### config.mk
export PLATFORM = sky130hd
export DESIGN_NAME = adder_pipe
export DESIGN_NICKNAME = d
export VERILOG_FILES = /design/src/rtl/adder_pipe.sv
export SDC_FILE = /design/constraint.sdc
export NUM_CORES = 1
export LEC_CHECK = 0
export BUFFER_PORTS_ARGS = -buffer_cell sky130_fd_sc_hd__buf_2
export CORE_MARGIN = 2
export CORE_UTILIZATION = 30
export CTS_CLUSTER_SIZE = 8
export DETAILED_ROUTE_END_ITERATION = 12
export GPL_TIMING_DRIVEN = 0
export PLACE_DENSITY = 0.58
export SLEW_MARGIN = 10
export SYNTH_ARGS = -nofsm -noshare
export SYNTH_HDL_FRONTEND = slang
export SYNTH_SLANG_ARGS = --single-unit
### constraint.sdc
create_clock -name clock -period 1.6 [get_ports clock]
set_input_delay 0.32 -clock clock [delete_from_list [all_inputs] [get_ports clock]]
set_output_delay 0.32 -clock clock [all_outputs]
set_load 0.005 [all_outputs]
### src/rtl/adder_pipe.sv
// Elastic pipelined adder/subtractor with wrap, unsigned-saturate and
// signed-saturate modes, carry/overflow/saturation flags and full backpressure.
module adder_pipe #(
    parameter int WIDTH = 8,
    parameter int DEPTH = 2
) (
    input  logic             clock,
    input  logic             reset,
    input  logic             in_valid,
    output logic             in_ready,
    input  logic [WIDTH-1:0] in1,
    input  logic [WIDTH-1:0] in2,
    input  logic [1:0]       mode,
    output logic             out_valid,
    input  logic             out_ready,
    output logic [WIDTH-1:0] sum,
    output logic             carry,
    output logic             ovf,
    output logic             sat
);
    localparam int M = WIDTH - 1;

    typedef struct packed {
        logic [WIDTH-1:0] sum;
        logic             carry;
        logic             ovf;
        logic             sat;
    } res_t;

    logic             sub;
    logic [WIDTH:0]   raw;
    res_t             res_d;
    res_t [DEPTH:1]   st;
    logic [DEPTH:1]   vld;
    logic [DEPTH:1]   rdy;
    logic             rdy_acc;

    // The WIDTH+1 bit of the subtraction is exactly the unsigned borrow.
    always_comb begin
        sub         = (mode == 2'b11);
        raw         = sub ? ({1'b0, in1} - {1'b0, in2}) : ({1'b0, in1} + {1'b0, in2});
        res_d.carry = raw[WIDTH];
        res_d.ovf   = (sub ? (in1[M] != in2[M]) : (in1[M] == in2[M])) && (raw[M] != in1[M]);
        res_d.sum   = raw[M:0];
        res_d.sat   = 1'b0;
        case (mode)
            2'b01: if (res_d.carry) begin
                res_d.sum = '1;
                res_d.sat = 1'b1;
            end
            2'b10: if (res_d.ovf) begin
                res_d.sum = {in1[M], {M{~in1[M]}}};
                res_d.sat = 1'b1;
            end
            default: ;
        endcase
    end

    // A stage can load if it or any stage downstream of it is empty.
    always_comb begin
        rdy     = '0;
        rdy_acc = out_ready;
        for (int k = DEPTH; k >= 1; k--) begin
            rdy_acc = !vld[k] || rdy_acc;
            rdy[k]  = rdy_acc;
        end
    end

    for (genvar k = 1; k <= DEPTH; k++) begin : g_stage
        logic up_vld;
        res_t up_res;
        logic vld_q;
        res_t res_q;

        if (k == 1) begin : g_first
            assign up_vld = in_valid;
            assign up_res = res_d;
        end else begin : g_fwd
            assign up_vld = vld[k-1];
            assign up_res = st[k-1];
        end

        always_ff @(posedge clock or negedge reset) begin
            if (!reset) begin
                vld_q <= 1'b0;
                res_q <= '0;
            end else if (rdy[k]) begin
                vld_q <= up_vld;
                if (up_vld) res_q <= up_res;
            end
        end

        assign vld[k] = vld_q;
        assign st[k]  = res_q;
    end

    assign in_ready  = rdy[1];
    assign out_valid = vld[DEPTH];
    assign sum       = st[DEPTH].sum;
    assign carry     = st[DEPTH].carry;
    assign ovf       = st[DEPTH].ovf;
    assign sat       = st[DEPTH].sat;
endmodule

==> flow_summary_export.csv, run 1 <==
group,metric,value,unit
sta,relSlewSlack,0.648,
layout,area_growth,41.8,%
grt,grt_max_degree,25,
worst_setup_path,critPathLaunchType,"primary input",
layout,num-fill-cells,627,
worst_setup_path,critPathBufInv,2,
pwr,sw_frac_of_total,0.348,
yosys,synth_area,1920,um2
routing,wl_per_cell,13.6,um
worst_hold_path,hp-class,"in -> async",
layout,fin_util,0.435,
clock_network,cts_root_buffer,"clkbuf_8",
clock_network,clk_pin_slew,0.07,ns
yosys,yosysTopAreaCellShare,0.312,
pwr,combPwrFrac,0.508,
job,max-cap-violations,0,
routing,first_pass_iters,4,
place,port_buffers,34,
floorplanning,die_h,84.1,um
floorplanning,initial_core_util,0.307,
clock_network,cts_inserted_buffers,3,
sta,setup_viol_count_final,11,
sta,slew_violations,0,
layout,final_common_cell,"buf_2",
worst_setup_path,crit_fanout,8,
layout,antenna_cells,0,
clock_network,cts_buffer_depth,2,
layout,final_area,2730,um2
floorplanning,ios,35,
grt,grt_pass1_wl,7.80,mm
sta,tns,-8.32,ns
place,dp.final_hpwl,3.17,mm
yosys,yosysSeqAreaShare,0.312,
routing,ant_nets,0,
worst_setup_path,crit_chain,"buf_8, nor3_4, and3_4, nor2_4, xnor2_2, ha_4, o21a_1, o22a_1, o31a_1, buf_6, a2111oi_4, a311oi_2, a31oi_1",
grt,grt_pass1_vias,1664,
routing,vias,1710,
pwr,cell_internal_pwr,0.00159,W
sta,min_period,2.49,ns
sta,fin_ws,-0.890,ns
place,pre_cts_ws,-1.29,ns
worst_setup_path,path_delay_family,"compound AO/OA/AOI/OAI gates",
worst_setup_path,crit_path_end_kind,"flip-flop",
clock_network,cts_tree,"done",
yosys,yosysWarnings,0,
clock_network,insertion_delay,0.26,ns
yosys,yosys_register_bits,24,
routing,totalWireLength,4.59,mm
grt,grt_use_total,0.132,
pwr,power_density,891,nW/um2
routing,viasPerCell,5.07,
yosys,synthesis.nets,237,
sta,worst_pin_slew,0.528,ns
pwr,pwr-share-clk,0.138,
worst_setup_path,crit_slowest_cell,"a2111oi_4",
pwr,p_sw,0.000846,W
outcome,violations,"negative setup slack",
yosys,synth_area_per_cell,9.53,um2
clock_network,cts_sinks,24,
sta,hold_viol_final,0,
worst_setup_path,crit_required,1.78,ns
worst_setup_path,critPathKind,"in -> reg",
pwr,vdd_ir_drop_max,0.000496,V
yosys,yosys.area.top_type,"dfrtp_1",
pwr,p_seq_frac,0.354,
floorplanning,core_area,6280,um2
floorplanning,dieArea,7070,um2
sta,holdWs,0.0323,ns
layout,drive_gt1_frac,0.477,
sta,fmax,0.402,GHz
routing,drc,0,
layout,nNetsFinal,297,
yosys,synthCells,202,
place,place_congestion,0.814,
yosys,synthTopCellsByArea,"dfrtp_1, ha_1, mux2_2, a21oi_1, xnor2_1",
grt,grt_remaining_overflow,0,
sta,period_share,1.56,
worst_setup_path,cp_data_arrival_time,2.67,ns
pwr,total_leakage_power,1.17,nW
sta,clock_skew,0.00116,ns
sta,rsz0062_at_grt,"true",
outcome,status,"finished, violations left",
grt,antenna_found_initial,0,
worst_setup_path,slowest_delay,0.43,ns
layout,final_cell_mix,"buf_2, dfrtp_1, buf_4",
clock_network,htreeDepth,1,
floorplanning,die_width,84.1,um
floorplanning,row_count,29,
place,place_area,2240,um2
routing,drt-initial-drc-count,77,
yosys,synth.distinct_cells,51,
sequential cells by signal, summed over array words and instances, names as in the netlist:
signal         count
out_valid          1
sum                8
sat                1
ovf                1
g_stage.res_q     11
g_stage.vld_q      1
carry              1
routing by layer:
metal  up-vias  track usage  wire length [um]
met1       806        0.176              2080
met4         0       0.0352                34
met2        48        0.227              2280
met3         4       0.0129               190
met5         -            0                 0
li1        852            -                 -
final timing paths:
check / cells past startpoint / endpoint / slack (ns) / from
worst min-delay path: 1 / carry / 0.03 / reset
worst max-delay path: 13 / g_stage[1].res_q[3] / -0.89 / in2[2]
worst min register to register: 2 / g_stage[1].res_q[1] / 0.48 / g_stage[1].res_q[1]
worst max register to register: 5 / g_stage[1].res_q[5] / 0.20 / out_valid
min in group clock: 2 / g_stage[1].vld_q / 0.28 / in_valid
max in group asynchronous: 1 / sum[1] / 1.22 / reset
what timing repair did:
item / CTS / global route
pin swaps: 34 / 26
hold buffers: 0 / 0
gates resized for setup: 42 / 23
setup buffers: 19 / 5
setup endpoints to repair: 11 / 21
layout make-up:
class | instances | area, um2 | share of cell area
timing repair buffer | 57 | 410 | 0.150
clock buffer | 3 | 41.3 | 0.0151
buffer | 6 | 42.5 | 0.0156
sequential | 24 | 601 | 0.220
inverter | 12 | 52.6 | 0.0193
tap | 77 | 96.3 | 0.0353
multi-input combinational | 158 | 1490 | 0.544
stage by stage:
step	cells	power (W)
6_report	337	0.00243
2_1_floorplan	202	0.00155
3_3_place_gp	313	0.00183
5_1_grt	337	0.00264
3_5_place_dp	313	0.00185
4_1_cts	334	0.00238
power groups by stage:
stage / Clock [W] / Combinational (W) / Sequential [W]
final: 0.000336 / 0.00124 / 0.000860
after global routing: 0.000387 / 0.00136 / 0.000888
after CTS: 0.000357 / 0.00116 / 0.000865
after detailed placement: 0 / 0.000971 / 0.000878
after global placement: 0 / 0.000963 / 0.000870
after floorplan: 0 / 0.000682 / 0.000873
cells by family after synthesis:
group / after synthesis / synth area share
compound gates: 56 / 0.223
xor+xnor: 14 / 0.0884
fa+ha+maj: 13 / 0.0884
buf+inv: 20 / 0.0501
flops: 24 / 0.312
mux: 13 / 0.0761
simple gates: 62 / 0.162
synthesized netlist by cell type (all sizes together):
library cell / number
dfrtp: 24
a21oi: 20
nand2: 18
nor2: 17
mux2: 13
ha: 12
inv: 12
xnor2: 10
o21ai: 8
nand2b: 6
a211oi: 5
buf: 5
a31oi: 4
nor3: 4
a311oi: 3
clkbuf: 3
nand4: 3
o31a: 3
xor2: 3
and3: 2
nand3: 2
nand3b: 2
nand4b: 2
o2111ai: 2
o211ai: 2
o21a: 2
a2111oi: 1
a211o: 1
a21boi: 1
a21o: 1
a41oi: 1
and2: 1
fa: 1
nor2b: 1
nor4: 1
nor4b: 1
o22a: 1
o311ai: 1
or3: 1
or4: 1
xnor3: 1
Note: power is estimated with default switching activity, not from simulation.
==> run 2: changes to the inputs <==
Settings changed: CORE_ASPECT_RATIO set to 1.25, CORE_UTILIZATION 30 to 50, PLACE_DENSITY 0.58 to 0.83.
==> run 2 against run 1 <==
Compared with the run above: the flow still finishes with violations (negative setup slack); combinational power increased by 4%; utilization up 29 points; via count up 5.1%; sequential cell count unchanged; clock skew barely moved; clock power up 18%; sequential power about the same; die area decreased by 38%; hold slack got worse by 0.021 ns; fmax fell by 1.5%; global-route usage rose by 9.6 points; critical path type unchanged.
==> flow_summary_export.csv, run 2 (synthesis gave the netlist of run 1 again) <==
group,metric,value,unit
outcome,violations,"negative setup slack",
pwr,vdd_ir_drop_max,0.000447,V
routing,drt-met1-wl,1.73,mm
worst_setup_path,critPathLaunchType,"primary input",
sta,fin_ws,-0.928,ns
worst_setup_path,crit_path_end_kind,"flip-flop",
pwr,power_density,947,nW/um2
clock_network,cts_sinks,24,
routing,wl_per_cell,16.1,um
pwr,total_leakage_power,1.19,nW
routing,totalWireLength,4.91,mm
grt,antenna_found_initial,0,
layout,antenna_cells,0,
clock_network,cts_inserted_buffers,3,
layout,area_growth,39.9,%
floorplanning,die_width,59.5,um
floorplanning,row_count,25,
routing,viasPerCell,5.91,
sta,tns,-9.09,ns
pwr,pwr-share-clk,0.156,
clock_network,cts_root_buffer,"clkbuf_8",
sta,clock_skew,0.00142,ns
worst_setup_path,reg2reg_slack,0.19,ns
clock_network,cts_tree,"done",
outcome,status,"finished, violations left",
routing,route.met3.wl,166,um
layout,final_common_cell,"buf_2",
worst_setup_path,cp-endpoint,"g_stage[1].res_q[9]",
pwr,p_seq_frac,0.338,
clock_network,insertion_delay,0.27,ns
floorplanning,core_area,3720,um2
pwr,combPwrFrac,0.506,
clock_network,cts_buffer_depth,2,
worst_setup_path,rr_worst_depth,4,
sta,period_share,1.58,
layout,largest_reg_flops,11,
layout,num-fill-cells,269,
grt,grt_pass1_vias,1711,
routing,first_pass_iters,5,
sta,hold_viol_final,0,
routing,top_layer,"met4",
worst_setup_path,crit_required,1.74,ns
worst_setup_path,crit_chain,"buf_2, ha_4, nor2_2, xnor2_2, ha_1, o21a_1, o31a_4, a211oi_4, xor2_4, buf_12, a311oi_4, a21oi_1",
routing,drc,0,
sta,slew_violations,0,
clock_network,cts_hold_buf,0,
layout,drive_gt1_frac,0.473,
grt,grt_pass1_wl,7.62,mm
worst_setup_path,crit_slowest_cell,"ha_1",
clock_network,htreeDepth,1,
floorplanning,ios,35,
place,port_buffers,34,
grt,grt_use_total,0.228,
routing,vias,1798,
grt,grt_remaining_overflow,0,
sta,fmax,0.396,GHz
worst_setup_path,r2r_end,"g_stage[1].res_q[9]",
layout,fin_util,0.723,
routing,drt-initial-drc-count,84,
worst_hold_path,hp-class,"in -> async",
clock_network,clk_pin_slew,0.07,ns
layout,top_register,"g_stage.res_q",
place,dp.final_hpwl,3.07,mm
place,place_congestion,0.853,
layout,nNetsFinal,300,
sta,holdWs,0.0111,ns
pwr,sw_frac_of_total,0.346,
pwr,cell_internal_pwr,0.00167,W
worst_setup_path,r2r-start,"out_valid",
worst_setup_path,cp-startpoint,"mode[1]",
floorplanning,initial_core_util,0.517,
layout,final_cell_mix,"buf_2, dfrtp_1, buf_4",
layout,final_area,2690,um2
floorplanning,dieArea,4360,um2
pwr,p_sw,0.000880,W
routing,routed-wl-met2,2.79,mm
grt,grt_max_degree,25,
job,max-cap-violations,0,
routing,ant_nets,0,
sta,min_period,2.53,ns
worst_setup_path,cp_data_arrival_time,2.67,ns
place,place_area,2200,um2
sta,rsz0062_at_grt,"true",
worst_setup_path,critPathKind,"in -> reg",
worst_setup_path,slowest_delay,0.35,ns
worst_setup_path,crit_fanout,8,
sta,worst_pin_slew,0.504,ns
sta,setup_viol_count_final,11,
sta,relSlewSlack,0.664,
floorplanning,die_h,73.4,um
## run 2: cell count changes in the layout (fill, tap and decap cells not counted), moves of 2 or more
cell,previous run,this run
a21oi_1,13,15
a311oi_1,0,2
a311oi_2,2,0
buf_12,0,2
buf_6,6,8
buf_8,5,2
ha_2,0,2
ha_4,5,3
nor2_1,14,12
## run 2: what timing repair did
item | 4_1_cts | 5_1_grt
setup buffers | 16 | 11
pin swaps | 35 | 31
resized for setup | 25 | 30
setup endpoints to repair | 11 | 21
## run 2: critical path: cells and delay by family
family | cells | cell delay, ns
buffers and inverters | 2 | 0.29
AOI/OAI and AO/OA | 5 | 1.07
xor gates and xnor gates | 2 | 0.23
and+or+nand+nor | 1 | 0.19
adders and majority gates | 2 | 0.57
## run 2: cell type report
| cell class | instances | area [um2] | area share |
|---|---|---|---|
| inverters | 12 | 50.0 | 0.0186 |
| clock buffers | 4 | 55.1 | 0.0205 |
| repair buffers | 60 | 440 | 0.164 |
| multi-input cells | 158 | 1450 | 0.540 |
| plain buffers | 6 | 42.5 | 0.0158 |
| flip-flops and latches | 24 | 601 | 0.223 |
| well taps | 40 | 50.0 | 0.0186 |
## run 2: how the worst min path moves through the flow
| stage | startpoint | endpoint | slack (ns) | depth (start not counted) |
|---|---|---|---|---|
| final | reset | sum[6] | 0.01 | 1 |
| after global routing | reset | sum[4] | 0.06 | 1 |
| after global placement | reset | sum[6] | 0.32 | 1 |
| after floorplan | reset | carry | 0.02 | 0 |
| after detailed placement | reset | sum[6] | 0.32 | 1 |
| after CTS | reset | sum[6] | 0.03 | 1 |
## run 2: per-stage QoR
step	worst slack, ns	power [W]	instances
floorplan	-0.912	0.00155	202
detailed placement	-1.26	0.00184	276
finish	-0.928	0.00255	304
global route	-0.952	0.00272	304
global placement	-1.22	0.00181	276
CTS	-0.817	0.00237	295
## run 2: power groups by stage
stage	registers [W]	clock network, W	logic [W]
floorplan	0.000873	0	0.000682
global placement	0.000864	0	0.000944
detailed placement	0.000876	0	0.000966
CTS	0.000863	0.000411	0.00110
global route	0.000887	0.000429	0.00140
finish	0.000860	0.000398	0.00129
## run 2: per-layer routing
layer | global-route usage | vias up
met3 | 0.0176 | 17
met4 | 0.126 | 0
met5 | 0 | -
met1 | 0.246 | 850
met2 | 0.426 | 68
li1 | - | 863
